**src/rtl/moving_avg_ctrl_if.sv**
```systemverilog
// Stream and external-FIFO signal bundle for the moving-average controller.
// Handshake: a sample transfers on a rising clk edge where din_valid && din_ready;
// din_valid may be raised or dropped freely, din_ready never waits on din_valid.
// dout_valid is a one-cycle pulse with no back-pressure.
interface moving_avg_ctrl_if #(
   parameter int DATA_WIDTH = 8
);
   logic [DATA_WIDTH-1:0] din;
   logic                  din_valid;
   logic                  din_ready;
   logic                  clear;
   logic [DATA_WIDTH-1:0] dout;
   logic                  dout_valid;
   logic [DATA_WIDTH-1:0] fifo_din;
   logic                  fifo_wr_en;
   logic                  fifo_rd_en;
   logic [DATA_WIDTH-1:0] fifo_dout;
   logic                  fifo_full;
   logic                  fifo_empty;
   logic                  err;

   // Controller side
   modport slave (
      input  din, din_valid, clear, fifo_dout, fifo_full, fifo_empty,
      output din_ready, dout, dout_valid, fifo_din, fifo_wr_en, fifo_rd_en, err
   );

   // Source / FIFO / sink side
   modport master (
      output din, din_valid, clear, fifo_dout, fifo_full, fifo_empty,
      input  din_ready, dout, dout_valid, fifo_din, fifo_wr_en, fifo_rd_en, err
   );
endinterface

```
**src/rtl/moving_avg_ctrl.sv**
```systemverilog
// Moving average over the last 2^WIN_LOG2 samples. Window samples live in an
// external first-word-fall-through FIFO; this block keeps a running sum and
// count, pushing each new sample and popping the oldest once the window is full.
module moving_avg_ctrl #(
   parameter int DATA_WIDTH      = 8,
   parameter int WIN_LOG2        = 4,
   parameter int FIFO_ADDR_WIDTH = 5
) (
   input  logic                clk,
   input  logic                rst_n,
   moving_avg_ctrl_if.slave    bus,
   output logic [1:0]          dbg_state
);

   localparam int N  = 1 << WIN_LOG2;
   localparam int CW = WIN_LOG2 + 1;
   localparam int SW = DATA_WIDTH + WIN_LOG2;

   generate
      if (FIFO_ADDR_WIDTH < WIN_LOG2 + 1) begin : g_bad_fifo_aw
         $error("moving_avg_ctrl: FIFO_ADDR_WIDTH must be >= WIN_LOG2+1");
      end
      if (WIN_LOG2 < 1 || WIN_LOG2 > 8) begin : g_bad_win
         $error("moving_avg_ctrl: WIN_LOG2 must be in 1..8");
      end
   endgenerate

   typedef enum logic [1:0] {
      FILL  = 2'd0,
      RUN   = 2'd1,
      FLUSH = 2'd2
   } state_e;

   state_e                state_q, state_d;
   logic [CW-1:0]         cnt_q, cnt_d;
   logic [SW-1:0]         sum_q, sum_d;
   logic [DATA_WIDTH-1:0] dout_q, dout_d;
   logic                  dout_valid_q, dout_valid_d;
   logic                  err_q, err_d;
   logic                  ready_en_q, ready_en_d;

   logic                  din_ready;
   logic                  accept;
   logic [DATA_WIDTH-1:0] oldest;

   // Ready is held off for the first edge after reset so the FIFO leaves reset first
   assign din_ready = ready_en_q & (state_q != FLUSH) & ~bus.fifo_full & ~bus.clear;
   assign accept    = bus.din_valid & din_ready;
   // An empty FIFO in RUN is an underflow; treat the missing sample as zero
   assign oldest    = bus.fifo_empty ? '0 : bus.fifo_dout;

   assign bus.din_ready  = din_ready;
   assign bus.dout       = dout_q;
   assign bus.dout_valid = dout_valid_q;
   assign bus.err        = err_q;
   assign dbg_state      = state_q;

   // State register
   always_ff @(posedge clk or negedge rst_n) begin
      if (!rst_n) state_q <= FILL;
      else        state_q <= state_d;
   end

   // Next-state logic: clear wins over any sample, flush drains until empty
   always_comb begin
      state_d = state_q;
      case (state_q)
         FILL: begin
            if (bus.clear)                                state_d = FLUSH;
            else if (accept && cnt_q == CW'(N - 1))       state_d = RUN;
         end
         RUN: begin
            if (bus.clear)                                state_d = FLUSH;
         end
         FLUSH: begin
            if (bus.fifo_empty && !bus.clear)             state_d = FILL;
         end
         default:                                         state_d = FILL;
      endcase
   end

   // FIFO strobes: push on every accepted sample, pop the oldest in RUN, drain in FLUSH
   always_comb begin
      bus.fifo_wr_en = accept;
      bus.fifo_din   = accept ? bus.din : '0;
      bus.fifo_rd_en = 1'b0;
      case (state_q)
         RUN:     bus.fifo_rd_en = accept;
         FLUSH:   bus.fifo_rd_en = ~bus.fifo_empty;
         default: bus.fifo_rd_en = 1'b0;
      endcase
   end

   // Running sum, count, registered average and sticky underflow flag
   always_comb begin
      sum_d        = sum_q;
      cnt_d        = cnt_q;
      dout_d       = dout_q;
      dout_valid_d = 1'b0;
      err_d        = err_q;
      ready_en_d   = 1'b1;
      if (state_q != FLUSH && bus.clear) begin
         sum_d = '0;
         cnt_d = '0;
      end else if (accept) begin
         if (state_q == FILL) begin
            sum_d = sum_q + SW'(bus.din);
            cnt_d = cnt_q + CW'(1);
            if (cnt_q == CW'(N - 1)) begin
               dout_valid_d = 1'b1;
               dout_d       = sum_d[SW-1:WIN_LOG2];
            end
         end else if (state_q == RUN) begin
            sum_d        = sum_q + SW'(bus.din) - SW'(oldest);
            dout_valid_d = 1'b1;
            dout_d       = sum_d[SW-1:WIN_LOG2];
            if (bus.fifo_empty) err_d = 1'b1;
         end
      end
   end

   // Datapath registers
   always_ff @(posedge clk or negedge rst_n) begin
      if (!rst_n) begin
         cnt_q        <= '0;
         sum_q        <= '0;
         dout_q       <= '0;
         dout_valid_q <= 1'b0;
         err_q        <= 1'b0;
         ready_en_q   <= 1'b0;
      end else begin
         cnt_q        <= cnt_d;
         sum_q        <= sum_d;
         dout_q       <= dout_d;
         dout_valid_q <= dout_valid_d;
         err_q        <= err_d;
         ready_en_q   <= ready_en_d;
      end
   end

endmodule

```
**src/flat_wrapper.sv**
```systemverilog
// flat-port wrapper written by rule: the top's interface ports become plain ports
module moving_avg_ctrl_flat 
#(
   parameter int DATA_WIDTH      = 8,
   parameter int WIN_LOG2        = 4,
   parameter int FIFO_ADDR_WIDTH = 5
)
  (clk, rst_n, dbg_state, bus_din, bus_din_valid, bus_clear, bus_fifo_dout, bus_fifo_full, bus_fifo_empty, bus_din_ready, bus_dout, bus_dout_valid, bus_fifo_din, bus_fifo_wr_en, bus_fifo_rd_en, bus_err);
  moving_avg_ctrl_if #(.DATA_WIDTH(DATA_WIDTH)) bus_i ();
  input  logic clk;
  input  logic rst_n;
  output logic [1:0] dbg_state;
  input wire logic [$bits(bus_i.din)-1:0] bus_din;
  input wire logic [$bits(bus_i.din_valid)-1:0] bus_din_valid;
  input wire logic [$bits(bus_i.clear)-1:0] bus_clear;
  input wire logic [$bits(bus_i.fifo_dout)-1:0] bus_fifo_dout;
  input wire logic [$bits(bus_i.fifo_full)-1:0] bus_fifo_full;
  input wire logic [$bits(bus_i.fifo_empty)-1:0] bus_fifo_empty;
  output wire logic [$bits(bus_i.din_ready)-1:0] bus_din_ready;
  output wire logic [$bits(bus_i.dout)-1:0] bus_dout;
  output wire logic [$bits(bus_i.dout_valid)-1:0] bus_dout_valid;
  output wire logic [$bits(bus_i.fifo_din)-1:0] bus_fifo_din;
  output wire logic [$bits(bus_i.fifo_wr_en)-1:0] bus_fifo_wr_en;
  output wire logic [$bits(bus_i.fifo_rd_en)-1:0] bus_fifo_rd_en;
  output wire logic [$bits(bus_i.err)-1:0] bus_err;
  assign bus_i.din = bus_din;
  assign bus_i.din_valid = bus_din_valid;
  assign bus_i.clear = bus_clear;
  assign bus_i.fifo_dout = bus_fifo_dout;
  assign bus_i.fifo_full = bus_fifo_full;
  assign bus_i.fifo_empty = bus_fifo_empty;
  assign bus_din_ready = bus_i.din_ready;
  assign bus_dout = bus_i.dout;
  assign bus_dout_valid = bus_i.dout_valid;
  assign bus_fifo_din = bus_i.fifo_din;
  assign bus_fifo_wr_en = bus_i.fifo_wr_en;
  assign bus_fifo_rd_en = bus_i.fifo_rd_en;
  assign bus_err = bus_i.err;
  moving_avg_ctrl #(.DATA_WIDTH(DATA_WIDTH), .WIN_LOG2(WIN_LOG2), .FIFO_ADDR_WIDTH(FIFO_ADDR_WIDTH)) u_core (.clk(clk), .rst_n(rst_n), .bus(bus_i), .dbg_state(dbg_state));
endmodule
```
**config.mk**
```make
export PLATFORM = sky130hd
export DESIGN_NAME = moving_avg_ctrl_flat
export DESIGN_NICKNAME = d
export VERILOG_FILES = /design/src/rtl/moving_avg_ctrl_if.sv /design/src/rtl/moving_avg_ctrl.sv /design/src/flat_wrapper.sv
export SDC_FILE = /design/constraint.sdc
export NUM_CORES = 1
export LEC_CHECK = 0
export ABC_AREA = 1
export BUFFER_PORTS_ARGS = -buffer_cell sky130_fd_sc_hd__buf_2
export CAP_MARGIN = 20
export CORE_ASPECT_RATIO = 0.9
export CORE_MARGIN = 3
export CORE_UTILIZATION = 48
export DETAILED_ROUTE_END_ITERATION = 12
export HOLD_SLACK_MARGIN = 0.06
export PLACE_DENSITY = 0.8
export SYNTH_ARGS = -nofsm -noshare
export SYNTH_HDL_FRONTEND = slang
export SYNTH_SLANG_ARGS = --single-unit
```
**constraint.sdc**
```tcl
create_clock -name clk -period 7.4 [get_ports clk]
set_input_delay 0.37 -clock clk [delete_from_list [all_inputs] [get_ports clk]]
set_output_delay 0.37 -clock clk [all_outputs]
set_load 0.1 [all_outputs]
```
==> run summary <==
POWER AND IR DROP
------------------------------------------------------------------------------------------------------
Cell area power density                                                                     465 nW/µm²
Max IR drop VDD                                                                               0.325 mV
Sw Share                                                                                         57.7%
Leakage power                                                                                  1.63 nW
Sequential fraction of design power                                                              19.3%
Internal Power                                                                              0.000564 W
Sw power                                                                                    0.000770 W
Gate power share                                                                                 69.9%
Clock power frac                                                                                 10.9%

STA
------------------------------------------------------------------------------------------------------
Fmax                                                                                           340 MHz
Final setup violation count                                                                          0
Total negative slack                                                                              0 ns
Fraction of the cycle the final worst path needs                                                 39.8%
Endpoints failing hold                                                                               0
Worst clock skew                                                                             0.0130 ns
Fin. max-slew vios                                                                                   0
Clock period minus worst slack                                                                 2.94 ns
Worst slew margin relative to its limit                                                          55.7%
RSZ-0062 raised after global routing                                                                no
Transition at the pin with the smallest max-transition slack                                  0.665 ns
Final Hold Slack                                                                             0.0938 ns

CLOCKING
------------------------------------------------------------------------------------------------------
Clock Sink Count                                                                                    30
Clock transition at the register clock pins on the worst setup and hold paths after CTS        0.08 ns
Root buffer cell                                                                              clkbuf_8
Post_cts resized                                                                                     0
CTS H-tree lvls                                                                                      2
Hold-fix buffer count after cts                                                                      0
Maximum clock insertion buffer count                                                                 2
Number of CTS-inserted buffers                                                                       5
Post-CTS repair timing setup buffer count                                                            0
Clock latency at the later pin of the worst-skew pair                                          0.30 ns
TritonCTS clock tree                                                                               yes

GLOBAL ROUTING
------------------------------------------------------------------------------------------------------
Vias in the first global route                                                                    2295
Global-route usage over all layers                                                               21.0%
Number of antenna violations at the first check in global routing                                    0
Global-route wire length before repair                                                         9.89 mm
Total global routing overflow                                                                        0
Maximum number of pins on one net before global-route repair                                        31

SYNTH
------------------------------------------------------------------------------------------------------
Post-synth top area share                                                                        30.1%
EDFF count, synth                                                                                    0
Number of standard cells after synthesis                                                           353
Largest cells by area after synthesis                                                     dfrtp_1, nand2_1, ha_1
Most common cell in the netlist                                                                nand2_1
Most common flop cell mapped by yosys                                                          dfrtp_1
List of most frequent post-synthesis cells                                                nand2_1, inv_1, dfrtp_1
Yosys warnings                                                                                       0
Fraction of registers with async set/reset                                                        100%
Part of the Yosys area used for sequential elements                                              30.1%
Dominant cell type by area after synthesis                                                     dfrtp_1
Post-synth net total                                                                               398
Post-synthesis cell type count                                                                      38
Total of flip-flops plus latches after synthesis                                                    30
Post-synthesis average cell area                                                              7.06 µm²
Post-Synthesis Cell Area                                                                      2490 µm²

WORST SETUP PATH
------------------------------------------------------------------------------------------------------
Cell type group with the largest total delay on the critical path                          adder cells
Cells traversed along the worst timing path                                               ha_1 -> fa_1 -> nand2_1 -> nand2_1 -> and2_4 -> xor2_1 -> ha_1 -> nand2_1 -> o21a_1 -> o21ai_0 -> nand2_1 -> nand3_1 -> nor2_1 -> nand2_1 -> xor2_1 -> nand2_1 -> nand2_1
Maximum single-stage delay on the critical path                                                0.43 ns
Buffers and inverters on the worst path                                                              0
Required time of the critical path                                                             7.63 ns
Data arrival time of the critical path                                                         3.17 ns
Worst setup path class                                                                    flip-flop to flip-flop
Slowest cell on the critical path                                                                 fa_1
Type of origin of the critical path                                                          flip-flop
Critical path's most frequent cell                                                             nand2_1
Critical Path Fanout Max                                                                             5
Critical Path Sink Type                                                                      flip-flop

LAYOUT
------------------------------------------------------------------------------------------------------
Multi-input gate area in the final layout                                                     1510 µm²
Diode count                                                                                          0
Total number of nets in the final design                                                           445
Filler instances                                                                                   481
Ratio of cells with drive above 1 in the final layout                                            20.7%
Utilization after layout                                                                         58.3%
Final Instance Area                                                                           2870 µm²
Synth-to-Final Area Change                                                                       15.1%
Non-filler cells in the finished layout                                                            466
Sequential standard cell area                                                                  751 µm²

FLOORPLAN
------------------------------------------------------------------------------------------------------
Die Y                                                                                          74.4 µm
Standard cell core area                                                                       4920 µm²
Width of the die                                                                               82.0 µm
Initial cell density of the core                                                                 50.6%
Die area                                                                                      6090 µm²
Standard-cell rows                                                                                  24
I/O pins                                                                                            45

ROUTE
------------------------------------------------------------------------------------------------------
Drt drc                                                                                              0
Post-route ant nets                                                                                  0
Vias per std cell                                                                                 5.07
Total number of vias                                                                              2362
Detailed-route wire length per cell                                                            12.5 µm
Routed wire length                                                                             5.84 mm
Number of iterations in the first detailed-routing pass                                              4
Number of DRC markers in iteration 0                                                               155

PLACEMENT
------------------------------------------------------------------------------------------------------
Placed instance count                                                                              458
Final GP Congestion                                                                              0.885
Placed Instance Area                                                                          2770 µm²
Count of buffers from port buffering                                                                44
Half-perimeter wire length after placement                                                     4.60 mm

OUTCOME
------------------------------------------------------------------------------------------------------
Status                                                                                    complete, no violations

WORST HOLD PATH
------------------------------------------------------------------------------------------------------
Worst min-delay path category                                                             primary input to async pin

FLOW RUN
------------------------------------------------------------------------------------------------------
Count of maximum capacitance violations                                                              0

-- registers in the layout, indices dropped and copies added, names as in the netlist --
register,count
u_core.bus.dout,8
u_core.bus.dout_valid,1
u_core.bus.err,1
u_core.cnt_q,5
u_core.dbg_state,2
u_core.ready_en_q,1
u_core.sum_q,12
-- final timing paths --
kind / start / to / slack [ns] / depth (start not counted)
setup / recovery: u_core.sum_q[0] / u_core.sum_q[10] / 4.46 / 17
hold / removal: rst_n / u_core.sum_q[9] / 0.09 / 1
setup reg to reg: u_core.sum_q[0] / u_core.sum_q[10] / 4.46 / 17
hold reg to reg: u_core.bus.dout[7] / u_core.bus.dout[7] / 0.48 / 2
max in group asynchronous: rst_n / u_core.bus.err / 6.86 / 1
min in group clk: bus_fifo_empty / u_core.bus.err / 0.37 / 2
-- layer usage --
metal	part of all wire, %	track usage (%)
met1	47	27.9
met2	46	34.3
met3	5.2	4.12
met4	1.9	7.20
met5	0	0
-- placed cells by master, fill, tap and decap left out, types with 2 or more instances in the layout --
cell      Yosys  final
nand2_1     103    103
inv_2         4      4
inv_1        51     51
ha_1         21     21
nand3_1      25     25
nor2_2        2      2
dfrtp_1      30     30
o21ai_1       2      2
buf_2         4     44
xor2_1        6      6
o22ai_1       3      3
nand4_1       6      6
nor2_1       26     26
fa_1          2      2
nand3_2       6      6
a31oi_1       3      3
a21oi_1       8      8
clkbuf_8      0      6
nand2_2       9      9
o21a_1        3      3
nor3_2        3      3
o21ai_0      19     19
-- area by class of cell --
cell class	instances	area share [%]
clock buffer	6	2.88
clock inverter	2	0.436
inverter	56	7.33
multi-input combinational	263	52.7
sequential	30	26.2
tap	65	2.83
timing repair buffer	44	7.68
-- power by group through the flow --
| stage | Clock (W) | Sequential (W) | Combinational (W) |
|---|---|---|---|
| floorplan | 0 | 0.000443 | 0.000568 |
| global placement | 0 | 0.000258 | 0.000904 |
| detailed placement | 0 | 0.000260 | 0.000919 |
| CTS | 0.000146 | 0.000257 | 0.000929 |
| global route | 0.000155 | 0.000265 | 0.00103 |
| finish | 0.000145 | 0.000257 | 0.000932 |
-- cell families (layout without fill, tap and decap cells) --
| kind of cell | Yosys count | in the layout | synth area share [%] |
|---|---|---|---|
| xor+xnor | 7 | 7 | 2.46 |
| compound gates | 48 | 48 | 11.6 |
| simple gates | 184 | 184 | 34.3 |
| flops | 30 | 30 | 30.1 |
| buf+inv | 60 | 108 | 9.24 |
| fa+ha+maj | 23 | 23 | 12.1 |
| other cells | 1 | 1 | 0.150 |
-- through the flow --
step	power (W)	setup WS (ns)
6_report	0.00133	4.46
5_1_grt	0.00145	4.17
4_1_cts	0.00133	4.46
3_5_place_dp	0.00118	4.38
3_3_place_gp	0.00116	4.41
2_1_floorplan	0.00101	2.59
No activity file was read; power rests on OpenSTA's default activity.
